`src/rtl/wb_sram_bridge_if.sv`:
```
// Wishbone B4 classic bus bundle between a bus master and the wb_sram_bridge slave.
interface wb_sram_bridge_if;
  logic        wb_cyc_i;
  logic        wb_stb_i;
  logic        wb_we_i;
  logic [31:0] wb_adr_i;
  logic [31:0] wb_dat_i;
  logic [3:0]  wb_sel_i;
  logic [31:0] wb_dat_o;
  logic        wb_ack_o;
  logic        wb_err_o;

  modport master (
    output wb_cyc_i, wb_stb_i, wb_we_i, wb_adr_i, wb_dat_i, wb_sel_i,
    input  wb_dat_o, wb_ack_o, wb_err_o
  );

  modport slave (
    input  wb_cyc_i, wb_stb_i, wb_we_i, wb_adr_i, wb_dat_i, wb_sel_i,
    output wb_dat_o, wb_ack_o, wb_err_o
  );
endinterface

```
`src/rtl/wb_sram_bridge.sv`:
```
// Wishbone classic slave to byte-serial SRAM controller bridge: decode, range check,
// read-modify-write for partial writes and a completion timeout. All outputs registered.
module wb_sram_bridge #(
  parameter logic [31:0] ADDR_BASE  = 32'h0000_0000,
  parameter int unsigned SRAM_BYTES = 131072,
  parameter int unsigned TIMEOUT    = 64          // must be >= 8
) (
  input  logic                   clk,
  input  logic                   rst,
  wb_sram_bridge_if.slave        wb,
  output logic [31:0]            s_addr,
  output logic [31:0]            s_wdata,
  output logic                   s_we,
  output logic                   s_access,
  input  logic [31:0]            s_rdata,
  input  logic                   sram_wr_finish
);

  localparam int unsigned        CNT_W    = $clog2(TIMEOUT);
  localparam logic [31:0]        LAST_OFF = 32'(SRAM_BYTES - 4);
  localparam logic [CNT_W-1:0]   CNT_LAST = CNT_W'(TIMEOUT - 1);

  typedef enum logic [2:0] {IDLE, CHECK, RD, WR, RESP} state_t;

  state_t             state_q, state_d;
  logic [31:0]        adr_q, adr_d;
  logic [31:0]        dat_q, dat_d;
  logic [3:0]         sel_q, sel_d;
  logic               we_q, we_d;
  logic               rmw_q, rmw_d;
  logic               abort_q, abort_d;
  logic               resp_err_q, resp_err_d;
  logic [31:0]        rdata_q, rdata_d;
  logic [CNT_W-1:0]   cnt_q, cnt_d;
  logic [31:0]        s_addr_q, s_addr_d;
  logic [31:0]        s_wdata_q, s_wdata_d;
  logic               s_we_q, s_we_d;
  logic               s_access_q, s_access_d;
  logic               ack_q, ack_d;
  logic               err_q, err_d;
  logic [31:0]        wb_dat_q, wb_dat_d;

  logic               bus_req;
  logic               fin;
  logic               timed_out;
  logic [31:0]        off;
  logic [31:0]        merged;

  assign bus_req   = wb.wb_cyc_i & wb.wb_stb_i;
  // A finish pulse only counts while a request is actually outstanding.
  assign fin       = sram_wr_finish & s_access_q;
  assign timed_out = (cnt_q == CNT_LAST);
  assign off       = adr_q - ADDR_BASE;

  always_comb begin
    merged = '0;
    for (int i = 0; i < 4; i++)
      merged[8*i +: 8] = sel_q[i] ? dat_q[8*i +: 8] : s_rdata[8*i +: 8];
  end

  // NOTE: every signal gets a default before the case so no path leaves it unassigned (no latches).
  always_comb begin
    state_d    = state_q;
    adr_d      = adr_q;
    dat_d      = dat_q;
    sel_d      = sel_q;
    we_d       = we_q;
    rmw_d      = rmw_q;
    abort_d    = abort_q;
    resp_err_d = resp_err_q;
    rdata_d    = rdata_q;
    cnt_d      = cnt_q;
    s_addr_d   = s_addr_q;
    s_wdata_d  = s_wdata_q;
    s_access_d = 1'b0;
    ack_d      = 1'b0;
    err_d      = 1'b0;
    wb_dat_d   = '0;

    if ((state_q == CHECK || state_q == RD || state_q == WR) && !bus_req)
      abort_d = 1'b1;

    case (state_q)
      IDLE: begin
        if (bus_req && !ack_q && !err_q) begin
          adr_d   = wb.wb_adr_i;
          dat_d   = wb.wb_dat_i;
          sel_d   = wb.wb_sel_i;
          we_d    = wb.wb_we_i;
          rmw_d   = 1'b0;
          abort_d = 1'b0;
          state_d = CHECK;
        end
      end

      CHECK: begin
        if (adr_q[1:0] != 2'b00 || off > LAST_OFF) begin
          resp_err_d = 1'b1;
          state_d    = RESP;
        end else if (we_q && sel_q == 4'h0) begin
          resp_err_d = 1'b0;
          rdata_d    = '0;
          state_d    = RESP;
        end else begin
          resp_err_d = 1'b0;
          s_addr_d   = off;
          s_wdata_d  = dat_q;
          cnt_d      = '0;
          s_access_d = 1'b1;
          if (we_q && sel_q == 4'hF) begin
            state_d = WR;
          end else begin
            rmw_d   = we_q;
            state_d = RD;
          end
        end
      end

      RD: begin
        cnt_d      = cnt_q + CNT_W'(1);
        s_access_d = 1'b1;
        if (fin) begin
          s_access_d = 1'b0;
          if (rmw_q) begin
            // WR entry leaves s_access low for one cycle before the write launches.
            s_wdata_d = merged;
            cnt_d     = '0;
            state_d   = WR;
          end else begin
            rdata_d = s_rdata;
            state_d = RESP;
          end
        end else if (timed_out) begin
          s_access_d = 1'b0;
          resp_err_d = 1'b1;
          state_d    = RESP;
        end
      end

      WR: begin
        cnt_d      = cnt_q + CNT_W'(1);
        s_access_d = 1'b1;
        if (fin) begin
          s_access_d = 1'b0;
          rdata_d    = '0;
          state_d    = RESP;
        end else if (timed_out) begin
          s_access_d = 1'b0;
          resp_err_d = 1'b1;
          state_d    = RESP;
        end
      end

      RESP: begin
        ack_d    = !resp_err_q;
        err_d    = resp_err_q;
        wb_dat_d = resp_err_q ? 32'h0 : rdata_q;
        state_d  = IDLE;
      end

      default: state_d = IDLE;
    endcase

    // An abandoned bus cycle still finishes its SRAM work but gets no response pulse.
    if (state_q != RESP && state_d == RESP && (abort_q || !bus_req))
      state_d = IDLE;

    s_we_d = (state_d == WR);
  end

  // NOTE: state registers use non-blocking assignments so every flop samples pre-edge values.
  always_ff @(posedge clk) begin
    // NOTE: reset clears every register, including the data path, so outputs are all-zero after reset.
    if (rst) begin
      state_q    <= IDLE;
      adr_q      <= '0;
      dat_q      <= '0;
      sel_q      <= '0;
      we_q       <= 1'b0;
      rmw_q      <= 1'b0;
      abort_q    <= 1'b0;
      resp_err_q <= 1'b0;
      rdata_q    <= '0;
      cnt_q      <= '0;
      s_addr_q   <= '0;
      s_wdata_q  <= '0;
      s_we_q     <= 1'b0;
      s_access_q <= 1'b0;
      ack_q      <= 1'b0;
      err_q      <= 1'b0;
      wb_dat_q   <= '0;
    end else begin
      state_q    <= state_d;
      adr_q      <= adr_d;
      dat_q      <= dat_d;
      sel_q      <= sel_d;
      we_q       <= we_d;
      rmw_q      <= rmw_d;
      abort_q    <= abort_d;
      resp_err_q <= resp_err_d;
      rdata_q    <= rdata_d;
      cnt_q      <= cnt_d;
      s_addr_q   <= s_addr_d;
      s_wdata_q  <= s_wdata_d;
      s_we_q     <= s_we_d;
      s_access_q <= s_access_d;
      ack_q      <= ack_d;
      err_q      <= err_d;
      wb_dat_q   <= wb_dat_d;
    end
  end

  assign s_addr      = s_addr_q;
  assign s_wdata     = s_wdata_q;
  assign s_we        = s_we_q;
  assign s_access    = s_access_q;
  assign wb.wb_ack_o = ack_q;
  assign wb.wb_err_o = err_q;
  assign wb.wb_dat_o = wb_dat_q;

endmodule

```
`src/flat_wrapper.sv`:
```
// flat-port wrapper written by rule: the top's interface ports become plain ports
module wb_sram_bridge_flat 
#(
  parameter logic [31:0] ADDR_BASE  = 32'h0000_0000,
  parameter int unsigned SRAM_BYTES = 131072,
  parameter int unsigned TIMEOUT    = 64                         
)
  (clk, rst, s_addr, s_wdata, s_we, s_access, s_rdata, sram_wr_finish, wb_wb_cyc_i, wb_wb_stb_i, wb_wb_we_i, wb_wb_adr_i, wb_wb_dat_i, wb_wb_sel_i, wb_wb_dat_o, wb_wb_ack_o, wb_wb_err_o);
  wb_sram_bridge_if wb_i ();
  input  logic clk;
  input  logic rst;
  output logic [31:0] s_addr;
  output logic [31:0] s_wdata;
  output logic s_we;
  output logic s_access;
  input  logic [31:0] s_rdata;
  input  logic sram_wr_finish;
  input wire logic [$bits(wb_i.wb_cyc_i)-1:0] wb_wb_cyc_i;
  input wire logic [$bits(wb_i.wb_stb_i)-1:0] wb_wb_stb_i;
  input wire logic [$bits(wb_i.wb_we_i)-1:0] wb_wb_we_i;
  input wire logic [$bits(wb_i.wb_adr_i)-1:0] wb_wb_adr_i;
  input wire logic [$bits(wb_i.wb_dat_i)-1:0] wb_wb_dat_i;
  input wire logic [$bits(wb_i.wb_sel_i)-1:0] wb_wb_sel_i;
  output wire logic [$bits(wb_i.wb_dat_o)-1:0] wb_wb_dat_o;
  output wire logic [$bits(wb_i.wb_ack_o)-1:0] wb_wb_ack_o;
  output wire logic [$bits(wb_i.wb_err_o)-1:0] wb_wb_err_o;
  assign wb_i.wb_cyc_i = wb_wb_cyc_i;
  assign wb_i.wb_stb_i = wb_wb_stb_i;
  assign wb_i.wb_we_i = wb_wb_we_i;
  assign wb_i.wb_adr_i = wb_wb_adr_i;
  assign wb_i.wb_dat_i = wb_wb_dat_i;
  assign wb_i.wb_sel_i = wb_wb_sel_i;
  assign wb_wb_dat_o = wb_i.wb_dat_o;
  assign wb_wb_ack_o = wb_i.wb_ack_o;
  assign wb_wb_err_o = wb_i.wb_err_o;
  wb_sram_bridge #(.ADDR_BASE(ADDR_BASE), .SRAM_BYTES(SRAM_BYTES), .TIMEOUT(TIMEOUT)) u_core (.clk(clk), .rst(rst), .wb(wb_i), .s_addr(s_addr), .s_wdata(s_wdata), .s_we(s_we), .s_access(s_access), .s_rdata(s_rdata), .sram_wr_finish(sram_wr_finish));
endmodule
```
`config.mk`:
```
export PLATFORM = sky130hd
export DESIGN_NAME = wb_sram_bridge_flat
export DESIGN_NICKNAME = d
export VERILOG_FILES = /design/src/rtl/wb_sram_bridge_if.sv /design/src/rtl/wb_sram_bridge.sv /design/src/flat_wrapper.sv
export SDC_FILE = /design/constraint.sdc
export NUM_CORES = 1
export LEC_CHECK = 0
export CORE_UTILIZATION = 44
export CTS_BUF_LIST = sky130_fd_sc_hd__clkbuf_16
export DETAILED_ROUTE_END_ITERATION = 16
export PLACE_DENSITY = 0.85
export SLEW_MARGIN = 20
export SYNTH_ARGS = -nofsm -noshare
export SYNTH_HDL_FRONTEND = slang
export SYNTH_SLANG_ARGS = --single-unit
```
`constraint.sdc`:
```
create_clock -name clk -period 2 [get_ports clk]
set_input_delay 0.5 -clock clk [delete_from_list [all_inputs] [get_ports clk]]
set_output_delay 0.5 -clock clk [all_outputs]
set_load 0.05 [all_outputs]
```
* Word-level counts from Yosys, hierarchy flattened
Cells that the tools add are included.
Operators by class: equal/unequal tests 20, magnitude comparators 1, muxes and demuxes 47, reductions and logical operators 32, bitwise logic cells 5, $add $sub $neg 1
Operators with widths (number):
- $mux 32 | 9
- $pmux 32 s3 | 1
- $pmux 32 s2 | 1
- $gt 32x17->1 const B | 1
- $mux 8 | 4
- $mux 3 | 8
- $mux 6 | 4
- $pmux 6 s3 | 1
- $mux 1 | 15
- $ne 2x2->1 const B | 6
- $pmux 3 s4 | 1
- $ne 2x1->1 const B | 5
- $reduce_and 5->1 | 2
- $eq 3x2->1 const B | 3
- $reduce_and 3->1 | 3
- $reduce_bool 2->1 | 4
- $logic_and 1x1->1 | 7
- $add 6x1->6 const B | 1
- $eq 3x3->1 const B | 2
- $eq 6x6->1 const B | 1
- $pmux 1 s2 | 3
- $reduce_and 6->1 | 1
- $eq 4x4->1 const B | 1
- $logic_not 1->1 | 4
- other kinds (11) | 18
Word-level totals: input port bits 106, logic and storage cells 123, register bits 213

* Logic depth before layout (Yosys ltp)
Gate-level depths: netlist (run 1).
word-level depth 11, mapped depth 8, mapped depth without buffers 5

* Least setup slack after synthesis (run 1)
Ideal clock, no wire load.
path kind flip-flop to flip-flop, from reg u_core.s_access_q (netlist: u_core.s_access), to reg u_core.s_wdata_q[17] (netlist: u_core.s_wdata[17]), data arrival time 1.989 ns, path buffers 1, stages on the path, launching flop included 6, setup slack -0.080 ns, clock period less this slack 2.080 ns, data required time 1.909 ns, cell sequence dfxtp_1 nand2_1 nor4_2 clkbuf_1 nor3_1 a311oi_1
On the way: cells in the longest elaborated chain, start to end 3
Ends and longest elaborated chain:
- start: declaration | RTL line wb_sram_bridge.sv:38 | logic s_access_q, s_access_d;
- start signal: assignment | RTL line wb_sram_bridge.sv:206 | s_access_q <= s_access_d;
- $and 1x1->1 | RTL line wb_sram_bridge.sv:51 | assign fin = sram_wr_finish & s_access_q;
- $ne 2x1->1 (no line)
- $reduce_and 5->1 (no line)
- end signal: assignment | RTL line wb_sram_bridge.sv:204 | s_wdata_q <= s_wdata_d;
- end: declaration | RTL line wb_sram_bridge.sv:36 | logic [31:0] s_wdata_q, s_wdata_d;
Every way passes these cells. A chain may end at the register's enable or synchronous reset.

* Worst setup path after layout (run 1)
from reg u_core.adr_q[24], to reg u_core.cnt_q[5]
On the way: cells in the longest elaborated chain, start to end 4
Ends and longest elaborated chain:
- start: declaration | RTL line wb_sram_bridge.sv:26 | logic [31:0] adr_q, adr_d;
- start signal: assignment | RTL line wb_sram_bridge.sv:194 | adr_q <= adr_d;
- $gt 32x17->1 | RTL line wb_sram_bridge.sv:97 | if (adr_q[1:0] != 2'b00 || off > LAST_OFF) begin
- $logic_or 1x1->1 | RTL line wb_sram_bridge.sv:97
- $ne 2x2->1 (no line)
- $reduce_and 3->1 (no line)
- end signal: assignment | RTL line wb_sram_bridge.sv:202 | cnt_q <= cnt_d;
- end: declaration | RTL line wb_sram_bridge.sv:34 | logic [CNT_W-1:0] cnt_q, cnt_d;
Every way passes these cells.

==> impl_table.tex, run 1 <==
\begin{tabular}{lr}
\hline
Metric & Value \\
\hline
\multicolumn{2}{l}{\textbf{Synth}} \\
Number of flops mapped to enable cells by yosys & 0 \\
Synth cell count leaders & dfxtp\_1, nand2\_1, a21oi\_1 \\
Area of the mapped netlist & 0.00783 mm2 \\
Cell count after synthesis & 911 \\
Library cell with the largest summed area after synthesis & dfxtp\_1 \\
Post-synthesis mux area share & 0.00511 \\
Main combinational cell family by area after synthesis & simple AND/OR/NAND/NOR gates \\
Sequential fraction of the synthesis area & 0.544 \\
Post-Synthesis Mean Instance Area & 8.60 um2 \\
Top post-synthesis cells by area & dfxtp\_1, nand2\_1, a21oi\_1, o21ai\_0, and2\_1 \\
Syn. warnings & 0 \\
Distinct cells, synth & 44 \\
Most frequently used cell type in the post-synthesis netlist & dfxtp\_1 \\
Area share of the largest cell type after synthesis & 0.544 \\
Post-synthesis compound-gate area fraction & 0.172 \\
Post-synthesis register bit count & 213 \\
Primary FF master, synth & dfxtp\_1 \\
Area fraction in and, or, nand and nor cells after synthesis & 0.231 \\
Adder and majority cell fraction of the synthesized area & 0.00160 \\
Share of synthesized flip-flops with an asynchronous set or reset & 0 \\
Post-synthesis net count & 1018 \\
Synthesized-area fraction occupied by xor and xnor cells & 0 \\
\multicolumn{2}{l}{\textbf{Floorplan}} \\
Area of the core & 0.0174 mm2 \\
Die boundary width & 135 um \\
Initial cell density of the core & 0.451 \\
Number of top-level pins & 206 \\
Area of the die & 0.0183 mm2 \\
\# rows & 48 \\
Die height & 135 um \\
\multicolumn{2}{l}{\textbf{Drt}} \\
Drt pass-1 iters & 5 \\
Via Count & 7421 \\
Final routed wire length divided by cell count & 16.3 um \\
Post-route antenna net violation count & 0 \\
Count of unresolved DRC violations after routing & 0 \\
Routed WL & 22200 um \\
Initial DRC Count & 542 \\
Ratio of routed vias to standard cells & 5.45 \\
\multicolumn{2}{l}{\textbf{Final layout}} \\
Number of standard cells in the layout, taps in and fillers out & 1362 \\
Utilization after layout & 0.639 \\
Number of antenna diodes & 0 \\
Final design area excluding fillers & 0.0111 mm2 \\
Share of post-route cells with drive strength above 1 & 0.120 \\
Final Net Count & 1229 \\
Area growth from synthesis to final layout & 41.5\% \\
\multicolumn{2}{l}{\textbf{Worst setup path}} \\
Slowest cell on the critical path & dfxtp\_2 \\
Most frequent cell on the critical path & buf\_6 \\
Type of element capturing the critical path & flip-flop \\
Ordered cell list for the critical path & nor4\_2 > buf\_4 > nand3\_4 > buf\_6 > nor4\_4 > buf\_6 > clkbuf\_16 > o2111ai\_1 > mux2i\_1 \\
Cell type group with the largest total delay on the critical path & buffers and inverters \\
Required time reported for the critical path endpoint & 2.37 ns \\
Critical path fanouts, max & 14 \\
Data arrival, critical path & 2.36 ns \\
Worst Setup Start Kind & flip-flop \\
Delay of the slowest cell on the worst path & 0.32 ns \\
Type of the worst setup path & reg2reg \\
Total buffers and inverters traversed by the critical path & 4 \\
\multicolumn{2}{l}{\textbf{Power}} \\
Design Power & 9.07 mW \\
Total power per unit cell area & 818 mW/mm2 \\
Leakage power figure & 4.39 nW \\
Max VDD drop & 0.603 mV \\
\multicolumn{2}{l}{\textbf{STA}} \\
Setup repair after global routing missed its margin & true \\
Max Clk Rate & 505 MHz \\
Transition time of the tightest slew-check pin & 0.616 ns \\
Number of pins exceeding their max-slew limit in the final report & 0 \\
Post-Route Setup TNS & 0 ns \\
Worst-case clock skew & 0.0218 ns \\
Ratio of final minimum period to clock period & 0.991 \\
Worst slack on hold paths & 0.330 ns \\
Setup slack after layout & 0.0185 ns \\
Final min period & 1.98 ns \\
Total count of hold-check failures in the final report & 0 \\
Remaining max-slew budget at the tightest pin & 0.588 \\
Setup violations, final & 0 \\
\multicolumn{2}{l}{\textbf{Place}} \\
Placed Cells incl. Taps & 1317 \\
Cell area after placement & 0.0104 mm2 \\
RD Place Congestion & 0.853 \\
Minimum setup slack after placement & -0.240 ns \\
Count of buffers from port buffering & 205 \\
Half-perimeter wire length after placement & 14900 um \\
\multicolumn{2}{l}{\textbf{Clock tree}} \\
Level count of the clock H-tree & 1 \\
Sinks on the clock net & 213 \\
Cts bufs inserted & 22 \\
CTS Hold Bufs & 0 \\
CTS Buffer Depth & 3 \\
Clock latency on the worst-skew pair & 0.50 ns \\
Clock slew at the register clock pins of the worst setup and hold paths & 0.06 ns \\
Master cell of the clock root buffer & clkbuf\_16 \\
TritonCTS clock tree & yes \\
\multicolumn{2}{l}{\textbf{Global route}} \\
Number of antenna violations at the first check in global routing & 1 \\
Total gr overflow & 0 \\
All-layer global routing usage & 0.232 \\
Number of global-route vias before repair & 6869 \\
Maximum number of pins on one net before global-route repair & 91 \\
Global-route wire length before repair & 34200 um \\
\multicolumn{2}{l}{\textbf{Outcome}} \\
Outcome & finished, final reports clean \\
\multicolumn{2}{l}{\textbf{Min path}} \\
Path type of the worst min-delay path & in2reg \\
\multicolumn{2}{l}{\textbf{Run}} \\
MaxCap Viol Count & 0 \\
\hline
\end{tabular}
-- worst paths after layout --
check | end | slack, ns | depth (start not counted) | startpoint
setup / recovery | u_core.cnt_q[5] | 0.02 | 9 | u_core.adr_q[24]
hold / removal | u_core.dat_q[21] | 0.33 | 2 | rst
setup reg to reg | u_core.cnt_q[5] | 0.02 | 9 | u_core.adr_q[24]
hold reg to reg | u_core.wb.wb_dat_o[4] | 0.44 | 1 | u_core.rdata_q[4]
-- sequential cells by signal, summed over array words and instances (netlist names), 3 cells and up --
register,cells
u_core.state_q,3
u_core.dat_q,32
u_core.sel_q,4
u_core.wb.wb_dat_o,32
u_core.adr_q,32
u_core.rdata_q,32
u_core.s_wdata,32
u_core.s_addr,32
u_core.cnt_q,6
-- where the power goes --
| group | switching (mW) | internal, mW | total [mW] |
|---|---|---|---|
| Combinational | 0.543 | 0.457 | 1.00 |
| Clock | 1.59 | 2.07 | 3.65 |
| Sequential | 0.0619 | 4.35 | 4.41 |
| Total | 2.19 | 6.87 | 9.07 |
-- repair_timing --
| item | 4_1_cts | 5_1_grt |
|---|---|---|
| gates resized for setup | 76 | 12 |
| buffers inserted | 0 | 4 |
| cloned | 0 | 3 |
| pin swaps | 0 | 22 |
| endpoints found under the setup margin | 120 | 71 |
-- metal layers --
| metal | vias up | global-route usage | routed length, um |
|---|---|---|---|
| met2 | 402 | 0.390 | 10500 |
| met4 | 0 | 0.0730 | 682 |
| met5 | - | 0 | 0 |
| li1 | 3588 | - | - |
| met1 | 3369 | 0.293 | 8980 |
| met3 | 62 | 0.0550 | 2070 |
-- layout make-up --
class                      instances  area, um2
multi-input combinational        618       3300
inverter                           3       11.3
timing repair buffer             264       2580
tap                              225        282
clock inverter                    16       70.1
clock buffer                      23        576
fill                            1471       6270
sequential                       213       4270
-- worst reg2reg max path: cells and delay by family (launching register included) --
family / cells / cell delay (ns)
AND/OR/NAND/NOR: 3 / 0.60
multiplexers: 1 / 0.14
flip-flops: 1 / 0.32
buffers and inverters: 4 / 0.68
AO/OA/AOI/OAI: 1 / 0.14
-- layout by cell type (no fill, tap or decap), types with 6 or more instances in the layout --
master	netlist	layout
nor3_1	41	39
clkbuf_16	0	26
clkdlybuf4s50_1	0	104
inv_1	3	8
buf_12	0	15
o21ai_0	68	68
nand2_1	206	206
a311oi_1	32	32
a21oi_1	120	118
nor2_1	14	12
nand4_1	33	33
dfxtp_1	213	211
buf_4	1	67
dlygate4sd2_1	0	73
nand3_1	7	6
and2_1	50	50
-- kinds of logic after synthesis --
| kind of cell | count (synthesis) |
|---|---|
| compound gates | 236 |
| fa+ha+maj | 1 |
| buf+inv | 80 |
| flops | 213 |
| mux | 4 |
| simple gates | 377 |
Note: power is estimated with default switching activity, not from simulation.
==> run 2: changes to the inputs <==
- CTS_CLUSTER_SIZE: unset -> 12
==> impl_table.tex, run 2 (same netlist as run 1, synthesis figures left out) <==
\begin{tabular}{lr}
\hline
Metric & Value \\
\hline
\multicolumn{2}{l}{\textbf{Global route}} \\
Number of antenna violations at the first check in global routing & 1 \\
Maximum number of pins on one net before global-route repair & 91 \\
Global-route wire length before repair & 34500 um \\
All-layer global routing usage & 0.235 \\
Number of global-route vias before repair & 6865 \\
Total gr overflow & 0 \\
\multicolumn{2}{l}{\textbf{Drt}} \\
Initial DRC Count & 588 \\
Post-route antenna net violation count & 0 \\
Total length of routed met2 wires & 10500 um \\
Final routed wire length divided by cell count & 16.4 um \\
Ratio of routed vias to standard cells & 5.43 \\
Detailed route wirelength on metal3 & 1900 um \\
Drt pass-1 iters & 5 \\
Wire length the detailed router placed on met1 & 9230 um \\
Count of unresolved DRC violations after routing & 0 \\
Top sig layer & met4 \\
Via Count & 7395 \\
Routed WL & 22300 um \\
\multicolumn{2}{l}{\textbf{Clock tree}} \\
Master cell of the clock root buffer & clkbuf\_16 \\
CTS Buffer Depth & 3 \\
Cts bufs inserted & 23 \\
TritonCTS clock tree & yes \\
Sinks on the clock net & 213 \\
Clock slew at the register clock pins of the worst setup and hold paths & 0.06 ns \\
Level count of the clock H-tree & 1 \\
Clock latency on the worst-skew pair & 0.51 ns \\
CTS Hold Bufs & 0 \\
\multicolumn{2}{l}{\textbf{Worst setup path}} \\
Required time reported for the critical path endpoint & 2.36 ns \\
Type of the worst setup path & reg2reg \\
Critical path fanouts, max & 32 \\
Worst Setup Start Kind & flip-flop \\
Data arrival, critical path & 2.32 ns \\
Type of element capturing the critical path & flip-flop \\
\multicolumn{2}{l}{\textbf{STA}} \\
Total count of hold-check failures in the final report & 0 \\
Final min period & 1.96 ns \\
Remaining max-slew budget at the tightest pin & 0.566 \\
Max Clk Rate & 510 MHz \\
Ratio of final minimum period to clock period & 0.979 \\
Worst-case clock skew & 0.0238 ns \\
Worst slack on hold paths & 0.329 ns \\
Setup violations, final & 0 \\
Transition time of the tightest slew-check pin & 0.650 ns \\
Number of pins exceeding their max-slew limit in the final report & 0 \\
Setup repair after global routing missed its margin & true \\
\multicolumn{2}{l}{\textbf{Floorplan}} \\
\# rows & 48 \\
Area of the core & 0.0174 mm2 \\
Number of top-level pins & 206 \\
Area of the die & 0.0183 mm2 \\
Initial cell density of the core & 0.451 \\
Die boundary width & 135 um \\
Die height & 135 um \\
\multicolumn{2}{l}{\textbf{Final layout}} \\
Multi-input gate area in the final layout & 0.00328 mm2 \\
Final design area excluding fillers & 0.0111 mm2 \\
Number of antenna diodes & 0 \\
Leading cell types in the layout, fill and taps excluded & dfxtp\_1, nand2\_1, a21oi\_1 \\
Storage element area & 0.00427 mm2 \\
Utilization after layout & 0.639 \\
Fill cells & 1477 \\
Area growth from synthesis to final layout & 41.7\% \\
Commonest non-fill, non-tap cell in the layout & dfxtp\_1 \\
Share of post-route cells with drive strength above 1 & 0.119 \\
Final Net Count & 1232 \\
\multicolumn{2}{l}{\textbf{Power}} \\
Leakage power figure & 4.40 nW \\
Design Power & 9.20 mW \\
Total power per unit cell area & 829 mW/mm2 \\
Max VDD drop & 0.720 mV \\
\multicolumn{2}{l}{\textbf{Outcome}} \\
Outcome & finished, final reports clean \\
\multicolumn{2}{l}{\textbf{Place}} \\
Cell area after placement & 0.0104 mm2 \\
RD Place Congestion & 0.853 \\
Count of buffers from port buffering & 205 \\
Half-perimeter wire length after placement & 14900 um \\
\multicolumn{2}{l}{\textbf{Run}} \\
MaxCap Viol Count & 0 \\
\multicolumn{2}{l}{\textbf{Min path}} \\
Path type of the worst min-delay path & in2reg \\
\hline
\end{tabular}
[run 2: cell count changes in the layout (fill, tap and decap cells not counted), sizes merged]
cell	previous run	this run
bufinv	0	1
clkinv	10	6
clkbuf	26	25
buf	84	87
inv	8	10
[run 2: what timing repair did]
| action | 4_1_cts | 5_1_grt |
|---|---|---|
| gates resized for setup | 77 | 14 |
| pin swaps | 0 | 9 |
| endpoints found under the setup margin | 121 | 73 |
| setup buffers | 2 | 3 |
| gates cloned | 1 | 2 |
[run 2: per-stage QoR]
stage / TNS [ns] / setup slack [ns] / instances
3_5_place_dp: -11.47 / -0.240 / 1317
5_1_grt: -0.531 / -0.0412 / 1363
3_3_place_gp: -8.83 / -0.160 / 1317
6_report: 0 / 0.0411 / 1363
4_1_cts: 0 / 0.0163 / 1358
2_1_floorplan: 0 / 0.0423 / 911
[run 2: path summary, 6_finish.rpt]
path                     start               endpoint  slack (ns)  cells after the start
max            u_core.adr_q[1]     u_core.s_wdata[19]        0.04                      6
max reg2reg    u_core.adr_q[1]     u_core.s_wdata[19]        0.04                      6
min                        rst       u_core.dat_q[25]        0.33                      2
min reg2reg  u_core.rdata_q[4]  u_core.wb.wb_dat_o[4]        0.45                      1
[run 2: metal layers]
layer | GRT usage | vias up
met5 | 0 | -
met4 | 0.0799 | 0
met3 | 0.0535 | 58
met2 | 0.394 | 327
met1 | 0.295 | 3419
li1 | - | 3591
[run 2: where the power goes]
part / internal [mW] / switching (mW) / leakage, nW
combinational: 0.462 / 0.548 / 2.33
sequential: 4.35 / 0.0605 / 1.72
clock: 2.19 / 1.58 / 0.344
total: 7.01 / 2.19 / 4.40
[run 2: worst max-delay path: stages, from the launching register on]
cell and delay, ns:
dfxtp_1 0.32, nor4_2 0.27, nand2_1 0.15, buf_4 0.16, or4_4 0.54, nand2_8 0.23
a311oi_1 0.15
[run 2: final cells by class]
class | instances | area share
Sequential cell | 213 | 0.384
Multi-Input combinational cell | 618 | 0.296
Timing Repair Buffer | 266 | 0.233
Clock buffer | 23 | 0.0519
Tap cell | 225 | 0.0254
Clock inverter | 15 | 0.00823
Inverter | 3 | 0.00101
==> run 3: changes to the inputs <==
- clock period: 2 -> 1.8 ns (I/O delays scaled with it)
==> impl_table.tex, run 3 (same netlist as run 1, synthesis figures left out) <==
\begin{tabular}{lr}
\hline
Metric & Value \\
\hline
\multicolumn{2}{l}{\textbf{Drt}} \\
Count of unresolved DRC violations after routing & 0 \\
Via Count & 7639 \\
Routed WL & 23700 um \\
Final routed wire length divided by cell count & 17.2 um \\
Initial DRC Count & 586 \\
Drt pass-1 iters & 5 \\
Ratio of routed vias to standard cells & 5.54 \\
Post-route antenna net violation count & 0 \\
\multicolumn{2}{l}{\textbf{Clock tree}} \\
Master cell of the clock root buffer & clkbuf\_16 \\
Level count of the clock H-tree & 1 \\
TritonCTS clock tree & yes \\
CTS Hold Bufs & 0 \\
CTS Buffer Depth & 3 \\
Clock slew at the register clock pins of the worst setup and hold paths & 0.06 ns \\
Cts bufs inserted & 23 \\
Sinks on the clock net & 213 \\
Clock latency on the worst-skew pair & 0.50 ns \\
\multicolumn{2}{l}{\textbf{Floorplan}} \\
\# rows & 48 \\
Initial cell density of the core & 0.451 \\
Number of top-level pins & 206 \\
Die boundary width & 135 um \\
Area of the die & 0.0183 mm2 \\
Area of the core & 0.0174 mm2 \\
Die height & 135 um \\
\multicolumn{2}{l}{\textbf{STA}} \\
Number of pins exceeding their max-slew limit in the final report & 0 \\
Remaining max-slew budget at the tightest pin & 0.692 \\
Setup slack after layout & -0.0789 ns \\
Worst slack on hold paths & 0.383 ns \\
Setup violations, final & 91 \\
Total count of hold-check failures in the final report & 0 \\
Worst-case clock skew & 0.0117 ns \\
Setup repair after global routing missed its margin & true \\
Final min period & 1.88 ns \\
Transition time of the tightest slew-check pin & 0.462 ns \\
Max Clk Rate & 532 MHz \\
Ratio of final minimum period to clock period & 1.04 \\
\multicolumn{2}{l}{\textbf{Place}} \\
Placed Cells incl. Taps & 1324 \\
RD Place Congestion & 0.875 \\
Half-perimeter wire length after placement & 14900 um \\
Count of buffers from port buffering & 205 \\
\multicolumn{2}{l}{\textbf{Worst setup path}} \\
Type of element capturing the critical path & flip-flop \\
Worst Setup Start Kind & flip-flop \\
Critical path fanouts, max & 32 \\
Type of the worst setup path & reg2reg \\
Required time reported for the critical path endpoint & 2.16 ns \\
Timing startpoint of the critical path & u\_core.adr\_q[21] \\
Reg-to-Reg Start & u\_core.adr\_q[21] \\
Data arrival, critical path & 2.24 ns \\
\multicolumn{2}{l}{\textbf{Global route}} \\
Total gr overflow & 0 \\
All-layer global routing usage & 0.238 \\
Maximum number of pins on one net before global-route repair & 96 \\
Global-route wire length before repair & 35100 um \\
Number of antenna violations at the first check in global routing & 1 \\
Number of global-route vias before repair & 7076 \\
\multicolumn{2}{l}{\textbf{Power}} \\
Max VDD drop & 0.663 mV \\
Total power per unit cell area & 896 mW/mm2 \\
Leakage power figure & 4.35 nW \\
\multicolumn{2}{l}{\textbf{Final layout}} \\
Number of standard cells in the layout, taps in and fillers out & 1379 \\
Area growth from synthesis to final layout & 45.8\% \\
Final Net Count & 1247 \\
Commonest non-fill, non-tap cell in the layout & dfxtp\_1 \\
Leading cell types in the layout, fill and taps excluded & dfxtp\_1, nand2\_1, buf\_4 \\
Fill cells & 1394 \\
Share of post-route cells with drive strength above 1 & 0.225 \\
\multicolumn{2}{l}{\textbf{Outcome}} \\
Outcome & finished with violations \\
Failing checks & negative setup slack \\
\multicolumn{2}{l}{\textbf{Run}} \\
MaxCap Viol Count & 0 \\
\multicolumn{2}{l}{\textbf{Min path}} \\
Path type of the worst min-delay path & in2reg \\
HP Start & rst \\
\hline
\end{tabular}
run 3: changes by cell type in the layout (fill, tap and decap cells not counted), sizes merged:
cell         delta
dlygate4sd2    -73
bufinv          -1
buf            +85
clkbuf          +3
clkinv          +2
diode           +1
clkinvlp        -1
run 3: worst max-delay path, stage by stage, from the launching register on:
cell and delay, ns:
dfxtp_2 0.32, nor4_2 0.25, nand2_1 0.16, or4_4 0.64
nand2_8 0.23, a311oi_1 0.14
run 3: power by group:
| part | leakage, nW | total, mW | internal, mW | switching, mW |
|---|---|---|---|---|
| Sequential | 1.73 | 4.90 | 4.84 | 0.0675 |
| Combinational | 2.28 | 1.25 | 0.593 | 0.653 |
| Clock | 0.343 | 4.08 | 2.29 | 1.79 |
| Total | 4.35 | 10.2 | 7.72 | 2.51 |
run 3: timing repair:
action,CTS,global route
endpoints found under the setup margin,87,107
cloned,2,6
pin swaps,7,54
resized for setup,27,71
setup buffers,4,7
run 3: path summary, 6_finish.rpt:
| check | endpoint | slack [ns] | cells past startpoint |
|---|---|---|---|
| setup / recovery | u_core.s_wdata[0] | -0.08 | 5 |
| hold / removal | u_core.wb.wb_ack_o | 0.38 | 3 |
| setup reg to reg | u_core.s_wdata[0] | -0.08 | 5 |
| hold reg to reg | u_core.wb.wb_dat_o[8] | 0.44 | 1 |
run 3: metrics by stage:
| step | setup TNS [ns] | util | setup WS (ns) | area, um2 | total power, mW |
|---|---|---|---|---|---|
| final | -4.03 | 0.658 | -0.0789 | 11400 | 10.2 |
| after floorplan | -2.07 | - | -0.0528 | 7860 | 5.51 |
| after global placement | -20.10 | 0.590 | -0.263 | 10200 | 6.06 |
| after global routing | -13.06 | 0.658 | -0.197 | 11400 | 10.6 |
| after detailed placement | -26.63 | 0.590 | -0.365 | 10200 | 6.08 |
| after CTS | -2.91 | 0.637 | -0.0736 | 11100 | 10.2 |
run 3: layer usage:
metal / vias to the layer above / GRT usage / part of all wire
li1: 3630 / - / -
met1: 3577 / 0.280 / 0.38
met2: 372 / 0.412 / 0.49
met3: 60 / 0.0587 / 0.090
met4: 0 / 0.0986 / 0.036
met5: - / 0 / 0
run 3: final cells by class:
| type | count | area (um2) | share of cell area |
|---|---|---|---|
| flip-flops and latches | 213 | 4270 | 0.374 |
| multi-input cells | 618 | 3450 | 0.303 |
| repair buffers | 281 | 2760 | 0.242 |
| clock buffers | 23 | 576 | 0.0504 |
| well taps | 225 | 282 | 0.0247 |
| clock inverters | 15 | 61.3 | 0.00537 |
| inverters | 3 | 11.3 | 0.000986 |
| diodes | 1 | 2.50 | 0.000219 |
